**config.mk**
```make
export PLATFORM = sky130hd
export DESIGN_NAME = pal_ram_arbiter
export DESIGN_NICKNAME = d
export VERILOG_FILES = /design/src/rtl/pal_ram_arbiter.sv
export SDC_FILE = /design/constraint.sdc
export NUM_CORES = 1
export LEC_CHECK = 0
export ABC_AREA = 1
export BUFFER_PORTS_ARGS = -buffer_cell sky130_fd_sc_hd__buf_2
export CORE_MARGIN = 10
export CORE_UTILIZATION = 30
export DETAILED_ROUTE_END_ITERATION = 12
export PLACE_DENSITY = 0.55
export SKIP_CTS_REPAIR_TIMING = 1
export SLEW_MARGIN = 20
export SYNTH_ARGS = -nofsm -noshare
export SYNTH_HDL_FRONTEND = slang
export SYNTH_SLANG_ARGS = --single-unit
```
**constraint.sdc**
```tcl
create_clock -name clk -period 2.5 [get_ports clk]
set_input_delay 0.625 -clock clk [delete_from_list [all_inputs] [get_ports clk]]
set_output_delay 0.625 -clock clk [all_outputs]
set_load 0.01 [all_outputs]
```
**src/rtl/pal_ram_arbiter.sv**
```systemverilog
// Palette RAM port arbiter: renderer lookups have priority, CPU PPUDATA accesses
// are buffered and granted when the renderer is idle or after a bounded wait.
module pal_ram_arbiter #(
    parameter int unsigned STARVE_LIMIT = 8
) (
    input  logic       clk,
    input  logic       rst_n,
    input  logic       clk_en,
    input  logic       grayscale,
    input  logic       rnd_valid,
    input  logic [4:0] rnd_idx,
    output logic [5:0] rnd_color,
    output logic       rnd_cvalid,
    output logic       rnd_stall,
    input  logic       cpu_req,
    input  logic       cpu_we,
    input  logic [4:0] cpu_addr,
    input  logic [7:0] cpu_wdata,
    output logic       cpu_busy,
    output logic       cpu_ack,
    output logic [7:0] cpu_rdata,
    output logic [4:0] pal_addr,
    output logic       pal_we,
    output logic [7:0] pal_wdata,
    input  logic [7:0] pal_rdata
);

    localparam logic [0:0] ST_IDLE  = 1'b0;
    localparam logic [0:0] ST_PEND  = 1'b1;
    localparam logic [7:0] LAST_CNT = 8'(STARVE_LIMIT - 1);

    logic [0:0] state_r;
    logic [7:0] cnt_r;
    logic       buf_we_r;
    logic [4:0] buf_addr_r;
    logic [5:0] buf_wdata_r;
    logic [5:0] rnd_color_r;
    logic       rnd_cvalid_r;
    logic       rnd_stall_r;
    logic       cpu_busy_r;
    logic       cpu_ack_r;
    logic [7:0] cpu_rdata_r;

    logic       steal_s;
    logic       cpu_own_s;
    logic       rnd_serve_s;
    logic [5:0] gray_mask_s;
    logic       unused_s;

    // Sprite backdrop entries $10/$14/$18/$1C alias the background backdrops.
    function automatic logic [4:0] mir(input logic [4:0] a);
        logic [4:0] m;
        if (a[4] && (a[1:0] == 2'b00)) begin
            m = {1'b0, a[3:0]};
        end else begin
            m = a;
        end
        return m;
    endfunction

    assign unused_s = ^{pal_rdata[7:6], cpu_wdata[7:6]};

    // Port ownership and palette RAM port mux for the current tick.
    always_comb begin
        steal_s     = 1'b0;
        cpu_own_s   = 1'b0;
        gray_mask_s = 6'h3F;
        if (state_r == ST_PEND) begin
            steal_s   = rnd_valid && (cnt_r == LAST_CNT);
            cpu_own_s = !rnd_valid || steal_s;
        end else begin
            steal_s   = 1'b0;
            cpu_own_s = 1'b0;
        end
        rnd_serve_s = rnd_valid && !cpu_own_s;
        if (grayscale) begin
            gray_mask_s = 6'h30;
        end else begin
            gray_mask_s = 6'h3F;
        end
        if (cpu_own_s) begin
            pal_addr  = mir(buf_addr_r);
            pal_wdata = {2'b00, buf_wdata_r};
            pal_we    = clk_en && buf_we_r;
        end else begin
            pal_addr  = mir(rnd_idx);
            pal_wdata = 8'h00;
            pal_we    = 1'b0;
        end
    end

    // CPU request buffer, starvation counter and completion handshake.
    always_ff @(posedge clk or negedge rst_n) begin
        if (!rst_n) begin
            state_r     <= ST_IDLE;
            cnt_r       <= 8'd0;
            buf_we_r    <= 1'b0;
            buf_addr_r  <= 5'd0;
            buf_wdata_r <= 6'd0;
            cpu_busy_r  <= 1'b0;
            cpu_ack_r   <= 1'b0;
            cpu_rdata_r <= 8'h00;
        end else begin
            cpu_ack_r <= 1'b0;
            if (clk_en) begin
                case (state_r)
                    ST_IDLE: begin
                        if (cpu_req) begin
                            buf_we_r    <= cpu_we;
                            buf_addr_r  <= cpu_addr;
                            buf_wdata_r <= cpu_wdata[5:0];
                            cpu_busy_r  <= 1'b1;
                            state_r     <= ST_PEND;
                        end else begin
                            state_r <= ST_IDLE;
                        end
                    end
                    ST_PEND: begin
                        if (cpu_own_s) begin
                            if (!buf_we_r) begin
                                cpu_rdata_r <= {2'b00, pal_rdata[5:0]};
                            end else begin
                                cpu_rdata_r <= cpu_rdata_r;
                            end
                            cpu_ack_r  <= 1'b1;
                            cpu_busy_r <= 1'b0;
                            cnt_r      <= 8'd0;
                            state_r    <= ST_IDLE;
                        end else begin
                            cnt_r <= cnt_r + 8'd1;
                        end
                    end
                    default: begin
                        state_r    <= ST_IDLE;
                        cnt_r      <= 8'd0;
                        cpu_busy_r <= 1'b0;
                    end
                endcase
            end else begin
                state_r <= state_r;
            end
        end
    end

    // Renderer colour pipeline; a stolen slot reports stall and no new colour.
    always_ff @(posedge clk or negedge rst_n) begin
        if (!rst_n) begin
            rnd_color_r  <= 6'd0;
            rnd_cvalid_r <= 1'b0;
            rnd_stall_r  <= 1'b0;
        end else if (clk_en) begin
            if (rnd_serve_s) begin
                rnd_color_r  <= pal_rdata[5:0] & gray_mask_s;
                rnd_cvalid_r <= 1'b1;
            end else begin
                rnd_cvalid_r <= 1'b0;
            end
            rnd_stall_r <= steal_s;
        end else begin
            rnd_cvalid_r <= rnd_cvalid_r;
        end
    end

    assign rnd_color  = rnd_color_r;
    assign rnd_cvalid = rnd_cvalid_r;
    assign rnd_stall  = rnd_stall_r;
    assign cpu_busy   = cpu_busy_r;
    assign cpu_ack    = cpu_ack_r;
    assign cpu_rdata  = cpu_rdata_r;

endmodule

```
==> impl_results.md, run 1 <==
* CTS tree: yes
* Final instance area at 2250 um2
* Slew margin rel. at 44.7%
* Hpwl dp at 3390 um
* GRT overflow at 0
* Final Hold Viols at 0
* Setup WS post-layout at 0.150 ns
* Critical path arrival at 1.73 ns
* Share of post-route cells with drive strength above 1 at 30.2%
* Yosys cell types at 27
* Chip width at 97.1 um
* Commonest non-fill, non-tap cell in the layout: buf_2
* Clk pin slew, worst setup/hold paths at 0.07 ns
* Longest Clk Path Bufs at 2
* Switch Pwr at 0.657 mW
* Final Cycle Share at 94.0%
* Synthesized netlist cell count at 215
* Worst Setup SP: cnt_r[1]$_DFFE_PN0P_
* Initial Utilization at 30.5%
* Die area at 9420 um2
* Max-cap violation count at 0
* Required time of the worst setup path at 1.88 ns
* Status: completed
* Crit Path Class: reg2out
* Starting DRC count in detailed routing at 77
* Least-Margin Pin Slew at 0.829 ns
* Final GP Congestion at 0.757
* TritonCTS Buffers at 5
* Warnings, synthesis at 0
* RR Startpoint: cnt_r[1]$_DFFE_PN0P_
* Rows at 28
* Max-slew violations at 0
* Post-layout nets at 311
* # fillers at 620
* Antenna Diode Count at 0
* Final Skew at 0.00569 ns
* Initial antenna violation count at 0
* Final min period at 2.35 ns
* Combinational fraction of design power at 31.0%
* Largest net degree at the start of global routing at 38
* Setup tns final at 0 ns
* Post-route ant nets at 0
* Leakage at 1.26 nW
* Clock sinks at 37
* Cell Area, Placed at 2130 um2
* Worst setup SP type: flop
* Vias/cell at 4.42
* First-pass DRT Iterations at 4
* Sequential power share at 47.1%
* Hold Path Class: in2async
* DP Worst Slack at 0.128 ns
* Drc violations at 0
* Avg WL per Cell at 12.4 um
* Endpoints failing setup at 0
* Area Growth Syn to Fin at 26.2%
* Sw frac at 35.3%
* Port Buf Inserts at 56
* Netlist area before placement at 1780 um2
* Post-synthesis register bit count at 37
* First-pass GRT wire length at 7550 um
* Pwr per Cell Area at 828 nW/um2
* Core area at 5850 um2
* Number of global-route vias before repair at 1686
* Final wirelength at 4370 um
* H-tree levels at 2
* Root buffer cell: clkbuf_8
* All-layer global routing usage at 9.64%
* Pint at 1.20 mW
* Vias post-DR at 1562
* Die height at 97.1 um
* Clock latency on the worst-skew pair at 0.29 ns
* Seq/Total Area, Yosys at 52.0%
* Most frequent cells in the layout: buf_2 (56), nand2_1 (54), dfrtp_1 (37), nor2_1 (31), inv_1 (22)
* I/O pin total at 65
* Worst-path fanout max at 13
* Clk pwr share at 21.9%
* Post-Syn Area per Cell at 8.29 um2
* CP Capture Type: primary output
* Fmax at 425 MHz
* Worst IR Drop VDD at 0.000376 V
-- cell type report --
class                      instances  area (um2)  share of cell area [%]
multi-input combinational        146         719                    32.0
tap                               75        93.8                    4.17
clock buffer                       5        68.8                    3.06
clock inverter                     3        17.5                   0.779
inverter                          24        90.1                    4.01
sequential                        37         926                    41.2
timing repair buffer              63         333                    14.8
-- per-stage QoR --
stage	utilization [%]	power [mW]	std cells	hold slack [ns]
detailed placement	36.4	1.47	343	0.454
global placement	36.4	1.45	343	0.451
floorplan	-	1.23	218	0.329
CTS	37.9	1.89	351	0.471
global route	38.4	2.03	353	0.506
finish	38.4	1.86	353	0.429
-- state kept, by name, indices dropped and copies added (netlist names) --
| register | flops |
|---|---|
| rnd_color | 6 |
| cpu_busy | 1 |
| buf_wdata_r | 6 |
| buf_we_r | 1 |
| cnt_r | 8 |
| rnd_cvalid | 1 |
| rnd_stall | 1 |
| cpu_ack | 1 |
| cpu_rdata | 6 |
| buf_addr_r | 5 |
| state_r | 1 |
-- cells in the mapped netlist --
library cell,number,area share (%)
nand2_1,56,12
dfrtp_1,37,52
nor2_1,31,6.5
inv_1,22,4.6
nand3_1,16,4.5
a21oi_1,10,2.8
nand4_1,8,2.8
buf_4,6,2.5
mux2_2,5,3.2
buf_2,3,0.84
o21ai_0,3,0.84
o21ai_1,2,0.56
xor2_1,2,0.98
buf_6,1,0.63
clkbuf_1,1,0.21
clkinv_1,1,0.21
conb_1,1,0.21
ha_1,1,0.70
inv_2,1,0.21
nand2_4,1,0.63
nand3_2,1,0.56
nand3b_1,1,0.42
nor2_2,1,0.35
nor3_2,1,0.56
o21a_1,1,0.42
o21ai_2,1,0.49
o21bai_1,1,0.42
-- critical path, cell delays in order (launching register included) --
cell and delay, ns:
dfrtp_1 0.37, ha_1 0.22, nand3_2 0.13, o21ai_4 0.26, nand2_4 0.16, nand2_1 0.09, o21ai_1 0.06, buf_2 0.14
-- worst paths after layout --
path                       slack [ns]  cells past startpoint                        to
min in group clk                 0.47                      2  cpu_rdata[5]$_DFFE_PN0P_
max reg2reg                      0.86                      7  cpu_rdata[2]$_DFFE_PN0P_
min                              0.43                      1         cpu_ack$_DFF_PN0_
min reg2reg                      0.47                      2  cpu_rdata[5]$_DFFE_PN0P_
max in group asynchronous        1.54                      1  cpu_rdata[0]$_DFFE_PN0P_
max                              0.15                      7               pal_addr[4]
-- routing by layer --
metal,up-vias,GRT usage [%],part of all wire [%]
li1,790,-,-
met1,711,11.5,47
met2,56,14.4,41
met3,5,4.55,10
met4,0,4.43,2.0
met5,-,0,0
-- power by group through the flow --
stage / clock [mW] / sequential [mW] / combinational [mW]
after detailed placement: 0 / 0.888 / 0.581
after CTS: 0.426 / 0.877 / 0.583
after global placement: 0 / 0.882 / 0.569
after global routing: 0.462 / 0.901 / 0.669
final: 0.408 / 0.876 / 0.576
after floorplan: 0 / 0.900 / 0.334
-- cell families after synthesis --
kind of cell / synth area share (%)
adder cells (fa/ha/maj): 0.702
other: 0.210
AND/OR/NAND/NOR: 28.2
flip-flops: 52.0
multiplexers: 3.16
XOR/XNOR: 0.983
AO/OA/AOI/OAI: 5.55
buffers and inverters: 9.27
No activity file was read; power rests on OpenSTA's default activity.
==> run 2: changes to the inputs <==
--- a/config.mk
+++ b/config.mk
@@ -5,10 +5,10 @@
 export SDC_FILE = /design/constraint.sdc
 export NUM_CORES = 1
 export LEC_CHECK = 0
-export ABC_AREA = 1
 export BUFFER_PORTS_ARGS = -buffer_cell sky130_fd_sc_hd__buf_2
 export CORE_MARGIN = 10
 export CORE_UTILIZATION = 30
+export CTS_CLUSTER_SIZE = 40
 export DETAILED_ROUTE_END_ITERATION = 12
 export PLACE_DENSITY = 0.55
 export SKIP_CTS_REPAIR_TIMING = 1
==> run 2 against run 1 <==
Net effect:
- the run now ends with setup timing left
- clock-buffer cell count increased by 3
- non-clock buffer count increased by 1
- fmax decreased by 9.5%
- final cell count decreased by 22%
- combinational power decreased by 13%
- via count decreased by 21%
- utilization increased by 1.4 points
- synthesized cell count decreased by 36%
- die area decreased by 3.9%
- largest cell class unchanged
- highest routed layer unchanged
==> impl_results.md, run 2 <==
* Initial antenna violation count at 0 (unchanged)
* CP peak stage delay at 0.38 ns (about the same)
* Slew margin rel. at 43.8% (-0.90 points)
* Synthesized netlist cell count at 138 (-36%)
* Post-route ant nets at 0 (unchanged)
* CTS tree: yes
* Clk pin slew, worst setup/hold paths at 0.07 ns (about the same)
* Root buffer cell: clkbuf_8
* Switch Pwr at 0.519 mW (-21%)
* Avg WL per Cell at 14.6 um (+18%)
* Area leader, netlist: dfrtp_1
* Worst IR Drop VDD at 0.000325 V (-14%)
* Longest Clk Path Bufs at 2 (unchanged)
* GRT overflow at 0 (unchanged)
* Max reg flops at 8 (unchanged)
* Clock latency on the worst-skew pair at 0.28 ns (about the same)
* H-tree levels at 2 (unchanged)
* Hpwl dp at 3050 um (-10%)
* Antenna Diode Count at 0 (unchanged)
* Core area at 5510 um2 (-5.9%)
* Final GP Congestion at 0.828 (+9.4%)
* Commonest non-fill, non-tap cell in the layout: buf_2
* Drc violations at 0 (unchanged)
* Sw frac at 29.6% (-5.6 points)
* Worst path slowest cell: dfrtp_1
* Crit Path Class: reg2out
* All-layer global routing usage at 9.25% (-0.39 points)
* Area Growth Syn to Fin at 29.6%
* # fillers at 540 (-13%)
* Endpoints failing setup at 11 (+11)
* Largest net degree at the start of global routing at 38 (unchanged)
* Required time of the worst setup path at 1.88 ns (about the same)
* Die height at 95.1 um (-2.0%)
* Starting DRC count in detailed routing at 34 (-56%)
* Final instance area at 2200 um2 (-2.3%)
* Leakage at 1.07 nW (-15%)
* Most frequent cells in the layout: buf_2 (54), dfrtp_1 (37), mux2_2 (29), nor2_1 (10)
* Critical path, cell by cell: ha_2 > nand4bb_1 > o41ai_4 > nand2_2 > mux2_2 > buf_2
* Clock sinks at 37 (unchanged)
* I/O pin total at 65 (unchanged)
* Top cells by area in the synthesized netlist: dfrtp_1 (55%), mux2_2 (19%), buf_4 (2.7%)
* Final Cycle Share at 104% (+9.8 points)
* Predominant post-synthesis flop cell: dfrtp_1
* Number of global-route vias before repair at 1356 (-20%)
* Vias post-DR at 1227 (-21%)
* Critical path arrival at 1.97 ns (+0.24 ns)
* Pwr per Cell Area at 797 nW/um2 (-3.7%)
* Top cells by count, synth: dfrtp_1 (37), mux2_2 (29), nor2_1 (10), nand2_1 (8), and3_1 (7)
* Pint at 1.23 mW (+2.2%)
* Flop-to-flop setup slack at 0.28 ns (-0.58 ns)
* Initial Utilization at 30.8% (+0.31 points)
* Port Buf Inserts at 56 (unchanged)
* Max-cap violation count at 0 (unchanged)
* Setup WS post-layout at -0.0959 ns (-0.246 ns)
* Rows at 27 (-3.6%)
* Final Skew at 0.00521 ns (-0.000485 ns)
* Chip width at 95.1 um (-2.0%)
* Setup tns final at -0.727 ns (-0.727 ns)
* First-pass GRT wire length at 6670 um (-12%)
* Post-layout nets at 237 (-24%)
* Post-synthesis register bit count at 37 (unchanged)
* Final Hold Viols at 0 (unchanged)
* Top-area cell type share of the netlist area at 54.7% (+2.7 points)
* Failing checks: setup timing
* Largest reg by FF count: cnt_r
* Cell Area, Placed at 2040 um2 (-4.1%)
* Max-slew violations at 0 (unchanged)
* Final min period at 2.60 ns (+0.246 ns)
* Share of post-route cells with drive strength above 1 at 50.5% (+20 points)
* Fmax at 385 MHz (-9.5%)
* Clk pwr share at 22.4% (+0.5 points)
* CP Capture Type: primary output
* Top Family by Delay on Critical Path: flip-flops
* Buf/Inv on CP at 1 (unchanged)
* Final wirelength at 4040 um (-7.6%)
* Netlist area before placement at 1690 um2 (-4.9%)
* Vias/cell at 4.45 (+0.47%)
* TritonCTS Buffers at 5 (unchanged)
* Worst setup SP type: flop
* First-pass DRT Iterations at 2 (-2)
* Most frequent cell after synthesis: dfrtp_1
* Sequential power share at 48.9% (+1.8 points)
* Asr flop ratio synth at 100% (unchanged)
* Combinational fraction of design power at 28.7% (-2.3 points)
* Seq/Total Area, Yosys at 54.7% (+2.7 points)
* Yosys cell types at 28 (+3.7%)
* RSZ-0062 raised after global routing: true
* Warnings, synthesis at 0 (unchanged)
* Worst-path fanout max at 5 (-8)
* Status: finished, violations left
* Post-Syn Area per Cell at 12.3 um2 (+48%)
* Hold Path Class: in2async
* Least-Margin Pin Slew at 0.843 ns (+0.0135 ns)
* Die area at 9050 um2 (-3.9%)
* Number of synthesized flops with an enable pin at 0 (unchanged)
[run 2: kinds of logic (layout without fill, tap and decap cells)]
logic type      Yosys count  count (layout)  share of synthesized area, %
fa+ha+maj                 1               1                         0.738
compound gates            9               9                          3.69
mux                      30              30                          19.9
xor+xnor                  6               6                          3.10
buf+inv                  12              75                          3.99
other cells               1               4                         0.221
simple gates             42              42                          13.7
flops                    37              37                          54.7
[run 2: final timing paths]
kind / startpoint / to / cells past startpoint
worst max-delay path: cnt_r[0]$_DFFE_PN0P_ / pal_addr[3] / 6
worst min-delay path: rst_n / cpu_rdata[2]$_DFFE_PN0P_ / 1
worst max register to register: cnt_r[0]$_DFFE_PN0P_ / cpu_rdata[5]$_DFFE_PN0P_ / 7
worst min register to register: buf_wdata_r[2]$_DFFE_PN0P_ / buf_wdata_r[2]$_DFFE_PN0P_ / 1
max in group asynchronous: rst_n / buf_wdata_r[1]$_DFFE_PN0P_ / 1
min in group clk: buf_wdata_r[2]$_DFFE_PN0P_ / buf_wdata_r[2]$_DFFE_PN0P_ / 1
[run 2: layer usage]
metal	GRT usage, %	vias up	routed length, um
met5	0	-	0
met4	1.87	0	26
met3	3.77	2	302
met2	16.0	35	2030
met1	10.5	585	1690
li1	-	605	-
[run 2: power by group through the flow]
stage	logic, mW	registers [mW]	clock network (mW)
3_3_place_gp	0.486	0.863	0
2_1_floorplan	0.270	0.883	0
3_5_place_dp	0.492	0.866	0
6_report	0.502	0.855	0.392
5_1_grt	0.559	0.880	0.439
4_1_cts	0.494	0.856	0.415
[run 2: cell type report]
type                       instances  area, um2  area share, %
sequential                        37        926           42.2
multi-input combinational         92        728           33.2
timing repair buffer              64        360           16.4
tap                               72       90.1           4.10
clock buffer                       8       80.1           3.65
inverter                           3       11.3          0.513
[run 2: through the flow]
| step | cells | utilization [%] | setup slack (ns) | total power, mW | hold WS (ns) |
|---|---|---|---|---|---|
| 2_1_floorplan | 141 | - | 0.413 | 1.15 | 0.329 |
| 3_3_place_gp | 263 | 37.1 | 0.145 | 1.35 | 0.461 |
| 3_5_place_dp | 263 | 37.1 | 0.127 | 1.36 | 0.487 |
| 4_1_cts | 271 | 38.5 | -0.177 | 1.76 | 0.468 |
| 5_1_grt | 276 | 39.9 | -0.198 | 1.88 | 0.508 |
| 6_report | 276 | 39.9 | -0.0959 | 1.75 | 0.444 |
==> run 3: changes to the inputs <==
--- a/config.mk
+++ b/config.mk
@@ -10,6 +10,7 @@
 export CORE_UTILIZATION = 30
 export CTS_CLUSTER_SIZE = 40
 export DETAILED_ROUTE_END_ITERATION = 12
+export GPL_TIMING_DRIVEN = 0
 export PLACE_DENSITY = 0.55
 export SKIP_CTS_REPAIR_TIMING = 1
 export SLEW_MARGIN = 20
==> run 3 against run 2 <==
Net effect:
- the run still ends with setup timing left
- worst setup slack lost 0.11 ns
- non-clock buffer count grew 4
- sequential share of layout area shrank 1.5 points
- register-to-register slack gained 0.14 ns
- clock-buffer cell count shrank 1
- worst hold slack lost 0.015 ns
- sequential cell count is the same
- critical path depth is the same
- clock power grew 17%
- total power grew 5.5%
- first-iteration DRC count grew 50%
- via count grew 1.6%
- critical path type unchanged
==> impl_results.md, run 3 (synthesized netlist as in run 2, its figures left out) <==
* Clk pin slew, worst setup/hold paths at 0.07 ns (about the same)
* All-layer global routing usage at 9.29% (+0.039 points)
* Drc violations at 0 (unchanged)
* Commonest non-fill, non-tap cell in the layout: buf_2
* TritonCTS Buffers at 5 (unchanged)
* Endpoints failing setup at 12 (+1)
* Met2 routed WL at 2040 um (+0.89%)
* Post-route ant nets at 0 (unchanged)
* Fmax at 369 MHz (-4.1%)
* Max-slew violations at 0 (unchanged)
* Hpwl dp at 3100 um (+1.6%)
* Post-layout nets at 241 (+1.7%)
* Clock latency on the worst-skew pair at 0.29 ns (about the same)
* Uppermost routed layer: met4
* GRT overflow at 0 (unchanged)
* Wl on met1 at 1740 um (+2.8%)
* Flop-to-flop setup slack at 0.42 ns (+0.14 ns)
* Die height at 95.1 um (unchanged)
* Longest Clk Path Bufs at 2 (unchanged)
* Met3 WL at 342 um (+13%)
* Pwr per Cell Area at 809 nW/um2 (+1.6%)
* Root buffer cell: clkbuf_8
* Crit Path Class: reg2out
* Final Cycle Share at 108% (+4.4 points)
* Antenna Diode Count at 0 (unchanged)
* Core area at 5510 um2 (unchanged)
* H-tree levels at 2 (unchanged)
* Setup WS post-layout at -0.207 ns (-0.111 ns)
* Least-Margin Pin Slew at 0.818 ns (-0.0250 ns)
* Avg WL per Cell at 14.8 um (+1.3%)
* Max-cap violation count at 0 (unchanged)
* RSZ-0062 raised after global routing: true
* Failing checks: setup timing
* Required time of the worst setup path at 1.88 ns (about the same)
* Vias post-DR at 1247 (+1.6%)
* Status: finished, violations left
* Largest net degree at the start of global routing at 38 (unchanged)
* Starting DRC count in detailed routing at 51 (+50%)
* Hold Path Class: in2async
* Setup tns final at -1.95 ns (-1.22 ns)
* Number of global-route vias before repair at 1341 (-1.1%)
* # fillers at 540 (unchanged)
* Most frequent cells in the layout: buf_2 (52), dfrtp_1 (36), mux2_2 (29), nor2_1 (10), buf_4 (9)
* Final Hold Viols at 0 (unchanged)
* Critical path arrival at 2.08 ns (+0.11 ns)
* Share of post-route cells with drive strength above 1 at 53.4% (+2.9 points)
* Slew margin rel. at 45.5% (+1.7 points)
* Area Growth Syn to Fin at 34.6%
* Total power at 1.85 mW (+5.5%)
* Final GP Congestion at 0.794 (-4.1%)
* Final wirelength at 4150 um (+2.7%)
* Max reg flops at 8 (unchanged)
* Port Buf Inserts at 55 (-1.8%)
* First-pass DRT Iterations at 4 (+2)
* Rows at 27 (unchanged)
* Final min period at 2.71 ns (+0.111 ns)
* Worst-path fanout max at 5 (unchanged)
* CTS tree: yes
* CP Capture Type: primary output
* Final Skew at 0.00359 ns (-0.00162 ns)
* Leakage at 1.10 nW (+2.8%)
* Worst IR Drop VDD at 0.000403 V (+24%)
* Vias/cell at 4.45 (+0.18%)
* I/O pin total at 65 (unchanged)
* Placed cells at 268 (+1.9%)
* Initial Utilization at 30.8% (unchanged)
* Initial antenna violation count at 0 (unchanged)
* Worst setup SP type: flop
* Non-Filler Instances at 280 (+1.4%)
* First-pass GRT wire length at 6670 um (-0.10%)
* Largest reg by FF count: cnt_r
* Chip width at 95.1 um (unchanged)
* Clock sinks at 37 (unchanged)
* Die area at 9050 um2 (unchanged)
-- run 3: cell types whose count changed in the layout (fill, tap and decap cells not counted), moves of 2 or more --
| cell | before | now |
|---|---|---|
| clkbuf_8 | 5 | 7 |
| buf_2 | 54 | 52 |
| buf_4 | 6 | 9 |
| clkbuf_1 | 3 | 1 |
-- run 3: metal layers --
layer / GRT usage [%] / vias up
met4: 2.74 / 0
met5: 0 / -
met1: 10.2 / 598
met3: 4.08 / 4
li1: - / 606
met2: 15.9 / 39
-- run 3: cell type report --
type | count | area [um2] | share of cell area, %
Sequential cell | 37 | 927 | 40.6
Multi-Input combinational cell | 92 | 759 | 33.3
Timing Repair Buffer | 59 | 328 | 14.4
Clock buffer | 7 | 96.3 | 4.22
Tap cell | 72 | 90.1 | 3.95
Buffer | 9 | 63.8 | 2.80
Inverter | 3 | 11.3 | 0.494
Clock inverter | 1 | 5.00 | 0.219
-- run 3: report_power, final --
| part | switching [mW] | internal (mW) |
|---|---|---|
| clock network | 0.210 | 0.249 |
| logic | 0.241 | 0.285 |
| registers | 0.100 | 0.760 |
| total | 0.551 | 1.29 |
-- run 3: critical path, stage by stage, from the launching register on --
cell and delay, ns:
dfrtp_1 0.41, ha_4 0.18, nand4bb_4 0.13, o41ai_4 0.44, nand2_2 0.18, mux2_2 0.31
buf_2 0.14
-- run 3: metrics by stage --
step | hold slack [ns] | instance area [um2] | utilization, % | setup WS (ns)
final | 0.429 | 2280 | 41.4 | -0.207
after floorplan | 0.329 | 1710 | - | 0.413
after global routing | 0.497 | 2280 | 41.4 | -0.297
after CTS | 0.473 | 2170 | 39.4 | -0.255
after global placement | 0.461 | 2070 | 37.6 | 0.00540
after detailed placement | 0.474 | 2070 | 37.6 | 0.0688
-- run 3: path summary, 6_finish.rpt --
path	start	to	depth (start not counted)
worst max-delay path	cnt_r[1]$_DFFE_PN0P_	pal_addr[3]	6
worst min-delay path	rst_n	rnd_color[2]$_DFFE_PN0P_	1
worst max register to register	cnt_r[1]$_DFFE_PN0P_	cpu_rdata[2]$_DFFE_PN0P_	5
worst min register to register	rnd_cvalid$_DFFE_PN0P_	rnd_cvalid$_DFFE_PN0P_	1
max in group asynchronous	rst_n	cnt_r[3]$_DFFE_PN0P_	1
min in group clk	rnd_cvalid$_DFFE_PN0P_	rnd_cvalid$_DFFE_PN0P_	1
